[src/rtl/reg4_access_arbiter.sv]
// Round-robin arbiter sharing one small D-register (load/set/clear strobes) among NREQ
// requesters; the winner's op is held on the strobes for HOLD_CYC cycles, then done pulses.
module reg4_access_arbiter #(
  parameter int unsigned NREQ     = 4,
  parameter int unsigned DATA_W   = 4,
  parameter int unsigned HOLD_CYC = 1
) (
  input  logic                     C,
  input  logic                     clr,
  input  logic [NREQ-1:0]          req,
  input  logic [2*NREQ-1:0]        op,
  input  logic [DATA_W*NREQ-1:0]   wdata,
  output logic [NREQ-1:0]          gnt,
  output logic [NREQ-1:0]          done,
  output logic                     busy,
  output logic [DATA_W-1:0]        reg_D,
  output logic                     reg_ld,
  output logic                     reg_set,
  output logic                     reg_clr
);

  localparam int unsigned PtrW = (NREQ > 1) ? $clog2(NREQ) : 1;
  localparam int unsigned SumW = PtrW + 1;
  localparam int unsigned CntW = (HOLD_CYC > 0) ? $clog2(HOLD_CYC + 1) : 1;

  localparam logic [1:0] OpLoad = 2'b00;
  localparam logic [1:0] OpSet  = 2'b01;
  localparam logic [1:0] OpClr  = 2'b10;

  typedef enum logic [1:0] {StIdle, StDrive, StDone} state_e;

  state_e              state_q;
  logic [PtrW-1:0]     ptr_q;
  logic [PtrW-1:0]     win_q;
  logic [CntW-1:0]     cnt_q;
  logic [NREQ-1:0]     gnt_q;
  logic [NREQ-1:0]     done_q;
  logic                busy_q;
  logic [DATA_W-1:0]   reg_d_q;
  logic                ld_q;
  logic                set_q;
  logic                clr_q;

  logic [1:0]          op_arr   [NREQ];
  logic [DATA_W-1:0]   data_arr [NREQ];

  for (genvar g = 0; g < NREQ; g++) begin : g_unpack
    assign op_arr[g]   = op[2*g +: 2];
    assign data_arr[g] = wdata[DATA_W*g +: DATA_W];
  end

  // Search starts at ptr_q and wraps, so the most recent winner has lowest priority.
  logic            any_req;
  logic [PtrW-1:0] arb_idx;
  logic [SumW-1:0] sum;

  always_comb begin
    any_req = 1'b0;
    arb_idx = '0;
    sum     = '0;
    for (int unsigned k = 0; k < NREQ; k++) begin
      sum = {1'b0, ptr_q} + SumW'(k);
      if (sum >= SumW'(NREQ)) begin
        sum = sum - SumW'(NREQ);
      end
      if (!any_req && req[sum[PtrW-1:0]]) begin
        any_req = 1'b1;
        arb_idx = sum[PtrW-1:0];
      end
    end
  end

  logic [1:0] sel_op;
  assign sel_op = op_arr[arb_idx];

  always_ff @(posedge C) begin
    if (clr) begin
      state_q <= StIdle;
      ptr_q   <= '0;
      win_q   <= '0;
      cnt_q   <= '0;
      gnt_q   <= '0;
      done_q  <= '0;
      busy_q  <= 1'b0;
      reg_d_q <= '0;
      ld_q    <= 1'b0;
      set_q   <= 1'b0;
      clr_q   <= 1'b0;
    end else begin
      unique case (state_q)
        StIdle: begin
          if (any_req) begin
            state_q <= StDrive;
            win_q   <= arb_idx;
            cnt_q   <= '0;
            gnt_q   <= NREQ'(1) << arb_idx;
            busy_q  <= 1'b1;
            reg_d_q <= data_arr[arb_idx];
            ld_q    <= (sel_op == OpLoad);
            set_q   <= (sel_op == OpSet);
            clr_q   <= (sel_op == OpClr);
          end
        end
        StDrive: begin
          if (cnt_q == CntW'(HOLD_CYC - 1)) begin
            state_q <= StDone;
            done_q  <= gnt_q;
            reg_d_q <= '0;
            ld_q    <= 1'b0;
            set_q   <= 1'b0;
            clr_q   <= 1'b0;
          end else begin
            cnt_q <= cnt_q + 1'b1;
          end
        end
        StDone: begin
          state_q <= StIdle;
          gnt_q   <= '0;
          done_q  <= '0;
          busy_q  <= 1'b0;
          ptr_q   <= (win_q == PtrW'(NREQ - 1)) ? '0 : win_q + 1'b1;
        end
        default: state_q <= StIdle;
      endcase
    end
  end

  assign gnt     = gnt_q;
  assign done    = done_q;
  assign busy    = busy_q;
  assign reg_D   = reg_d_q;
  assign reg_ld  = ld_q;
  assign reg_set = set_q;
  assign reg_clr = clr_q;

endmodule

[config.mk]
export PLATFORM = sky130hd
export DESIGN_NAME = reg4_access_arbiter
export DESIGN_NICKNAME = d
export VERILOG_FILES = /design/src/rtl/reg4_access_arbiter.sv
export SDC_FILE = /design/constraint.sdc
export NUM_CORES = 1
export LEC_CHECK = 0
export BUFFER_PORTS_ARGS = -buffer_cell sky130_fd_sc_hd__buf_4
export CAP_MARGIN = 20
export CORE_MARGIN = 2
export CORE_UTILIZATION = 53
export CTS_BUF_LIST = sky130_fd_sc_hd__clkbuf_8 sky130_fd_sc_hd__clkbuf_16
export CTS_CLUSTER_SIZE = 14
export DETAILED_ROUTE_END_ITERATION = 10
export MAX_ROUTING_LAYER = met4
export PLACE_DENSITY_LB_ADDON = 0.05
export SYNTH_ARGS = -nofsm -noshare
export SYNTH_HDL_FRONTEND = slang
export SYNTH_SLANG_ARGS = --single-unit
[constraint.sdc]
create_clock -name C -period 2.75 [get_ports C]
set_input_delay 0.275 -clock C [delete_from_list [all_inputs] [get_ports C]]
set_output_delay 0.275 -clock C [all_outputs]
set_load 0.02 [all_outputs]
======== Yosys cells after proc, flatten, opt, wreduce, memory -nomap -nowiden ========
Cells that the tools add are included.
storage, ports and cells
  latch bits .............................. 0
  bits in read-only memories .............. 0
  memories kept ........................... 0
  input bits .............................. 30
  flip-flop bits (word level) ............. 23
  output and inout bits ................... 16
  bits in writable memories ............... 0
  word-level logic and storage cells ...... 104
operators by class
  multipliers ............................. 0
  bitwise logic cells ..................... 1
  equal/unequal tests ..................... 7
  div/mod/pow operators ................... 0
  $lt $le $gt $ge ......................... 9
  add/sub/neg operators ................... 9
  multiplexer cells ....................... 49
  reductions and logical operators ........ 17
  shifts and indexed selects .............. 1
operators by type and width
  operator                                                                             number
  2-bit 2-to-1 mux                                                                     13
  4-bit 2-to-1 mux                                                                     6
  4-bit one-hot mux with 2 select lines                                                3
  1-bit 2-to-1 mux                                                                     15
  3-bit greater-or-equal comparator, second input constant                             4
  2-bit by 3-bit < comparator with 1-bit output, second input constant                 4
  1-bit one-hot mux with 2 select lines                                                5
  2-bit AND reduction                                                                  5
  1-bit binary-select mux with 2-bit select                                            4
  4-bit binary-select mux with 2-bit select                                            1
  2-bit by 1-bit subtractor with 2-bit output, second input constant                   4
  2-bit by 2-bit adder with 3-bit output, second input constant                        2
  2-bit equality test, second input constant                                           3
  2-bit nonzero test                                                                   3
  2-bit binary-select mux with 2-bit select                                            1
  2-bit by 1-bit equality test with 1-bit output, second input constant                2
  2-bit zero test                                                                      2
  2-bit != test, second input constant                                                 2
  2-bit one-hot mux with 2 select lines                                                1
  1-bit by 2-bit left shift with 4-bit output, first input constant                    1
  2-bit by 1-bit adder with 3-bit output, second input constant                        1
  2-bit by 3-bit greater-or-equal comparator with 1-bit output, second input constant  1
  1-bit logical AND                                                                    3
  1-bit zero test                                                                      3
  4 further kinds                                                                      4

======== Logic depth before layout (Yosys ltp) ========
Gate-level depths: netlist of run 1.
  depth after elaboration ................. 21
  mapped depth ............................ 8
  depth with buffers taken out ............ 7

======== Worst setup path before layout of run 1 ========
OpenSTA, ideal clock, no wires.
  kind .................................... flip-flop to flip-flop
  from .................................... register state_q[0]
  to ...................................... register clr_q (netlist: reg_clr)
  path slack .............................. 1.092 ns
  path buffers ............................ 0
  cell stages (with the launch flop) ...... 8
  period minus slack after synthesis ...... 1.658 ns
  setup time .............................. 0.070 ns
  data required time ...................... 2.680 ns
  arrival time ............................ 1.588 ns
  cell sequence ........................... dfxtp_1 > inv_1 > ha_1 > nand2b_4 > nor2_1 > nand4_1 > a211o_1 > a21oi_1
between the ends
  cells in the longest elaborated chain, start to end .. 3
  elaborated cells between the ends (all ways) .. 7
  those cells by class .................... eq/ne: 3; mux: 1; reduce/logical: 3
ends and longest elaborated chain
  item                                                                               line  text
  from (decl)                                                                        32    state_e state_q;
  from (signal assigned)                                                             78    state_q <= StIdle;
  from (signal assigned)                                                             93    state_q <= StDrive;
  from (signal assigned)                                                             106   state_q <= StDone;
  2-bit by 1-bit equality test with 1-bit output or 2-bit zero test (tied branches)  90    unique case (state_q)
  2-bit != test (no line) or 2-bit nonzero test (tied branches)                      n/a
  3-bit AND reduction (no line)                                                      n/a
  to (signal assigned)                                                               101   clr_q <= (sel_op == OpClr);
  to (decl)                                                                          42    logic clr_q;
Several ways; a longest one is shown, not always the timed one.
A chain may end at the register's enable or synchronous reset.

======== Final worst setup path of run 1 ========
  from .................................... register ptr_q[1]
  to ...................................... register ld_q (netlist: reg_ld)
between the ends
  cells in the longest elaborated chain, start to end .. 21
  elaborated cells between the ends (all ways) .. 46
  those cells by class .................... add/sub: 7; order compare: 4; eq/ne: 1; mux: 25; bitwise: 1; reduce/logical: 8
ends and longest elaborated chain
  item                                                                             line  text
  from (decl)                                                                      33    logic [PtrW-1:0] ptr_q;
  from (signal assigned)                                                           121   ptr_q <= (win_q == PtrW'(NREQ - 1)) ? '0 : win_q + 1'b1;
  branches (longest 21 deep; another with 2-bit by 1-bit adder with 3-bit output)  n/a
  to (signal assigned)                                                             99    ld_q <= (sel_op == OpLoad);
  to (decl)                                                                        40    logic ld_q;
Several ways; the timed one is not identified. The select of a mux whose other input is x is not followed.

==> results.py, run 1 <==
metrics = {
    "final_layout": {
        "nets": 234,
        "drive_above_1_share_pct": 31.8,
        "syn_to_final_growth_pct": 30.4,
        "antenna_cells": 0,
    },
    "synth": {
        "synth_xor_area_share_pct": 0,
        "synth_top_family_by_area": "simple AND/OR/NAND/NOR gates",
        "yosysWarnings": 0,
        "synth.area.mux_share_pct": 1.54,
        "synth_edf_count": 0,
        "synthAdderAreaFrac_pct": 4.81,
        "yosysMostFrequentCell": "nor2_1",
        "synth-simple-area-share_pct": 27.3,
        "yosysTopAreaCell": "dfxtp_1",
        "synth.distinct_cells": 36,
        "synth_area_mm2": 0.00130,
        "yosys-top-cells-count": "nor2_1, dfxtp_1, nand3_1",
        "synth_cells": 156,
        "yosysSeqAreaShare_pct": 33.8,
        "ys_top_cells_by_area": "dfxtp_1, nand3_1, nor2_1",
        "yosys.area.top_type_share_pct": 33.8,
        "synth.avg_cell_area_um2": 8.34,
        "ys_async_sr_fraction_pct": 0,
        "ys_ff_latch": 22,
        "syn_nets": 191,
        "ys.flop_type": "dfxtp_1",
        "synth-compound-area-share_pct": 27.0,
    },
    "global_route": {
        "gr-total-overflow": 0,
        "antenna_found_initial": 0,
        "grt_max_degree": 23,
        "grt_pass1_vias": 1179,
        "grt_pass1_wl_um": 5060,
        "grt_usage_pct": 24.2,
    },
    "clock_tree": {
        "cts_tree": "yes",
        "cts_sinks": 22,
        "post-cts-setup-buffer-count": 0,
        "postCtsHoldBufs": 0,
        "clkLatencyLatePin_ns": 0.26,
        "htreeDepth": 1,
        "root_buffer": "clkbuf_8",
        "cts_resized": 0,
        "cts_made_buffers": 3,
        "cts_max_path_buffers": 2,
        "path_clk_slew_ns": 0.08,
    },
    "detailed_routing": {
        "ant_nets": 0,
        "wirelength_um": 3290,
        "viasPerCell": 5.85,
        "drt_iter0_markers": 32,
        "drc": 0,
        "vias": 1322,
        "wire_per_inst_um": 14.5,
        "dr.pass1.iters": 4,
    },
    "timing": {
        "setup_tns_ns": 0,
        "period_share_pct": 73.5,
        "final-setup-viol-count": 0,
        "layout_setup_ws_ns": 0.728,
        "min_period_ns": 2.02,
        "hold_viol_final": 0,
        "finClkSkew_ns": 0.00265,
        "tightest_slew_ns": 0.747,
        "rsz0062_at_grt": "no",
        "whs_ns": 0.325,
        "max-slew-margin-rel_pct": 49.8,
        "maxSlewViolCount": 0,
        "fmax_ghz": 0.495,
    },
    "pwr": {
        "clockPowerShare_pct": 31.8,
        "vdd_drop_max_mv": 0.521,
        "internal-power_mw": 0.658,
        "combinationalPowerShare_pct": 29.7,
        "seq_power_share_pct": 38.5,
        "switchingPower_mw": 0.278,
        "p_per_area_mw_per_mm2": 552,
        "swShare_pct": 29.7,
        "p_leak_nw": 0.723,
    },
    "critical_path": {
        "critPathBufInv": 0,
        "crit_chain": "nand2_4, a211o_1, and3_4, a211oi_2, a2bb2o_4, a21oi_2",
        "cp.required_ns": 2.95,
        "end_kind": "register",
        "cp-start-kind": "register",
        "crit_family": "compound AO/OA/AOI/OAI gates",
        "critPathArrivalTime_ns": 2.22,
        "worst-setup-path-type": "reg2reg",
        "r2r_slack_ns": 0.73,
        "crit_slowest_cell": "dfxtp_1",
        "slowest_delay_ns": 0.53,
        "critPathMaxFanout": 13,
    },
    "floorplanning": {
        "ioPinCount": 46,
        "dieArea_mm2": 0.00287,
        "chipWidth_um": 53.6,
        "die_h_um": 53.6,
        "core_area_mm2": 0.00228,
        "start_util_pct": 57.2,
        "rows": 17,
    },
    "placed_design": {
        "preCtsSetupSlack_ns": 0.720,
        "port_buffers": 45,
        "hpwl_um": 2530,
        "place_congestion": 0.820,
    },
    "run_status": {
        "status": "completed",
    },
    "flow_run": {
        "cap_viol_max_count": 0,
    },
    "min_path": {
        "hold_path_class": "in2reg",
    },
}
[registers in the layout, indices dropped and copies added, names as in the netlist]
name / flops
busy: 1
reg_ld: 1
win_q: 2
ptr_q: 2
gnt: 4
reg_clr: 1
reg_set: 1
done: 4
reg_D: 4
state_q: 2
[area by class of cell]
| type | count | area, um2 |
|---|---|---|
| clock buffers | 3 | 41.3 |
| clock inverters | 1 | 30.0 |
| repair buffers | 46 | 345 |
| flip-flops and latches | 22 | 440 |
| well taps | 28 | 35.0 |
| fillers | 177 | 579 |
| multi-input cells | 122 | 790 |
| inverters | 4 | 15.0 |
[metal layers]
metal | routed length, um | GRT usage, % | up-vias
met5 | 0 | - | -
met3 | 214 | 3.06 | 4
li1 | - | - | 652
met4 | 12 | 3.85 | 0
met2 | 1650 | 45.7 | 54
met1 | 1410 | 27.4 | 612
[path summary, 6_finish.rpt]
path	depth (start not counted)	start	to
worst max-delay path	6	ptr_q[1]	reg_ld
worst min-delay path	2	clr	reg_ld
worst max register to register	6	ptr_q[1]	reg_ld
worst min register to register	2	reg_clr	reg_clr
[cell families (layout without fill, tap and decap cells)]
family | count (synthesis) | after routing
DFF | 22 | 22
buffers and inverters | 12 | 54
muxes | 2 | 2
adders and majority gates | 5 | 5
and+or+nand+nor | 68 | 68
AOI/OAI and AO/OA | 47 | 47
[power by group through the flow]
stage	combinational [mW]	clock, mW	sequential (mW)
after floorplan	0.164	0	0.387
after global placement	0.271	0	0.367
after detailed placement	0.276	0	0.368
after CTS	0.277	0.301	0.360
after global routing	0.303	0.308	0.364
final	0.278	0.298	0.361
[layout by cell type (no fill, tap or decap), types with 2 or more instances in the layout]
cell / n
nor2b_1: 6
a211oi_1: 3
o21ai_1: 2
nand2b_1: 3
inv_1: 4
nand3_1: 19
clkbuf_8: 3
nand2_1: 7
a21oi_1: 12
dfxtp_1: 22
a21oi_2: 2
ha_1: 5
nor2_1: 23
a32oi_1: 8
buf_4: 46
a211o_1: 3
a211oi_4: 2
mux2i_1: 2
o21ai_0: 10
[per-stage QoR]
stage	util [%]	instances	total power, mW	area (um2)
final	74.5	226	0.936	1700
after CTS	74.5	226	0.938	1700
after detailed placement	71.4	222	0.643	1630
after floorplan	-	156	0.551	1300
after global routing	74.5	226	0.975	1700
after global placement	71.4	222	0.637	1630
Power figures use the tool's default switching activity.
==> run 2, diff against run 1 <==
- ABC_AREA: not set -> 1
- CORE_UTILIZATION: 53 -> 46
- clock period: 2.75 -> 1.65 ns (I/O delays scaled with it)
==> results.py, run 2 <==
metrics = {
    "run_status": {
        "status": "finished with violations",
        "violations": "negative setup slack",
    },
    "global_route": {
        "gr-total-overflow": 0,
        "grt_max_degree": 19,
        "grt_pass1_vias": 1487,
        "grt_usage_pct": 22.8,
        "grt_pass1_wl_um": 6270,
        "antenna_found_initial": 0,
    },
    "clock_tree": {
        "path_clk_slew_ns": 0.07,
        "clkLatencyLatePin_ns": 0.25,
        "cts_sinks": 22,
        "postCtsHoldBufs": 0,
        "htreeDepth": 1,
        "cts_made_buffers": 3,
        "cts_tree": "yes",
        "cts_max_path_buffers": 2,
        "root_buffer": "clkbuf_8",
    },
    "floorplanning": {
        "dieArea_mm2": 0.00365,
        "rows": 20,
        "die_h_um": 60.4,
        "core_area_mm2": 0.00305,
        "chipWidth_um": 60.4,
        "start_util_pct": 48.0,
        "ioPinCount": 46,
    },
    "synth": {
        "ys.flop_type": "dfxtp_1",
        "yosys.area.top_type_share_pct": 30.1,
        "synth_edf_count": 0,
        "yosysMostFrequentCell": "nand2_1",
        "yosysTopAreaCell": "dfxtp_1",
        "yosys-top-cells-count": "nand2_1, inv_1, dfxtp_1",
        "yosysSeqAreaShare_pct": 30.1,
        "synth.avg_cell_area_um2": 6.43,
        "ys_ff_latch": 22,
        "ys_top_cells_by_area": "dfxtp_1, nand2_1, a21oi_1",
        "yosysWarnings": 0,
        "synth.distinct_cells": 23,
        "synth_cells": 228,
        "syn_nets": 263,
        "synth_area_mm2": 0.00147,
        "ys_async_sr_fraction_pct": 0,
    },
    "flow_run": {
        "cap_viol_max_count": 0,
    },
    "placed_design": {
        "dp_cells": 336,
        "hpwl_um": 2720,
        "port_buffers": 45,
        "place_congestion": 0.817,
    },
    "detailed_routing": {
        "viasPerCell": 4.73,
        "wirelength_um": 3870,
        "drt_iter0_markers": 70,
        "drc": 0,
        "dr.pass1.iters": 5,
        "ant_nets": 0,
        "wire_per_inst_um": 11.1,
        "vias": 1642,
    },
    "critical_path": {
        "critPathArrivalTime_ns": 2.05,
        "startpoint": "ptr_q[0]",
        "cp-start-kind": "register",
        "end_kind": "register",
        "r2r-start": "ptr_q[0]",
        "r2r_slack_ns": -0.21,
        "cp.required_ns": 1.84,
        "worst-setup-path-type": "reg2reg",
        "critPathMaxFanout": 8,
    },
    "min_path": {
        "min_from": "clr",
        "hold_path_class": "in2reg",
    },
    "final_layout": {
        "stdcell_count": 347,
        "antenna_cells": 0,
        "fin_util_pct": 77.0,
        "layout_commonest_cell": "buf_4",
        "layout.cells.most_common_list": "buf_4, nand2_1, inv_1",
        "nets": 340,
        "syn_to_final_growth_pct": 60.5,
        "drive_above_1_share_pct": 46.5,
    },
    "timing": {
        "whs_ns": 0.215,
        "rsz0062_at_grt": "yes",
        "period_share_pct": 113,
        "max-slew-margin-rel_pct": 85.0,
        "layout_setup_ws_ns": -0.211,
        "tightest_slew_ns": 0.224,
        "fmax_ghz": 0.537,
        "min_period_ns": 1.86,
        "hold_viol_final": 0,
        "setup_tns_ns": -2.15,
        "maxSlewViolCount": 0,
        "final-setup-viol-count": 14,
        "finClkSkew_ns": 0.00217,
    },
    "pwr": {
        "p_leak_nw": 1.21,
        "vdd_drop_max_mv": 0.859,
        "p_total_mw": 3.57,
        "p_per_area_mw_per_mm2": 1520,
    },
}
-- run 2: cell types whose count changed in the layout (fill, tap and decap cells not counted), moves of 5 or more --
cell	previous run	this run
buf_4	46	68
buf_6	0	6
nor2_1	23	9
inv_1	4	21
nand3_1	19	14
nor2b_1	6	0
a32oi_1	8	0
a21oi_1	12	19
nand2_1	7	63
nand2_4	1	17
o21ai_0	10	4
nand2_2	0	18
-- run 2: logic make-up (layout without fill, tap and decap cells) --
group | Yosys count | in the layout | share of synthesized area [%]
DFF | 22 | 22 | 30.1
adders and majority gates | 5 | 5 | 4.27
and+or+nand+nor | 139 | 141 | 45.0
AOI/OAI and AO/OA | 30 | 30 | 10.9
buffers and inverters | 32 | 105 | 9.73
-- run 2: area by class of cell --
type	count	area, um2
Sequential cell	22	448
Inverter	27	114
Clock buffer	3	41.3
Multi-Input combinational cell	176	1100
Timing Repair Buffer	75	598
Fill cell	249	701
Tap cell	44	55.1
-- run 2: per-layer routing --
metal / GRT usage [%] / routed length [um]
met2: 40.1 / 1930
met3: 4.48 / 159
met4: 2.80 / 0
met1: 27.9 / 1770
met5: - / 0
-- run 2: path summary, 6_finish.rpt --
path / end / cells past startpoint
hold reg to reg: done[0] / 2
hold / removal: done[0] / 2
setup / recovery: reg_D[3] / 14
setup reg to reg: reg_D[3] / 14
-- run 2: stage by stage --
stage / worst slack [ns] / instance area [um2]
final: -0.211 / 2350
after global routing: -0.361 / 2350
after CTS: -0.156 / 2250
after detailed placement: -0.239 / 2010
after global placement: -0.228 / 2010
after floorplan: -0.0813 / 1470
-- run 2: critical path, cell delays in order, from the launching register on --
cell	delay, ns
dfxtp_4	0.39
buf_12	0.15
nand2_4	0.07
nand3_4	0.08
nand2_4	0.08
nor2_8	0.14
nand3_4	0.10
nand3_2	0.12
nand2_4	0.10
buf_4	0.16
nor2_4	0.10
nand2_1	0.06
nand3_1	0.07
nand2_1	0.05
a21oi_1	0.12
-- run 2: timing repair --
action	CTS	global route
setup endpoints to repair	14	15
pin swaps	24	21
buffers inserted	5	1
gates resized for setup	45	26
gates cloned	2	0
-- run 2: where the power goes --
group	internal [mW]	leakage [nW]	switching (mW)	total (mW)
sequential	0.681	0.181	0.118	0.800
combinational	1.10	1.00	1.35	2.45
clock	0.162	0.0216	0.155	0.318
total	1.94	1.21	1.63	3.57
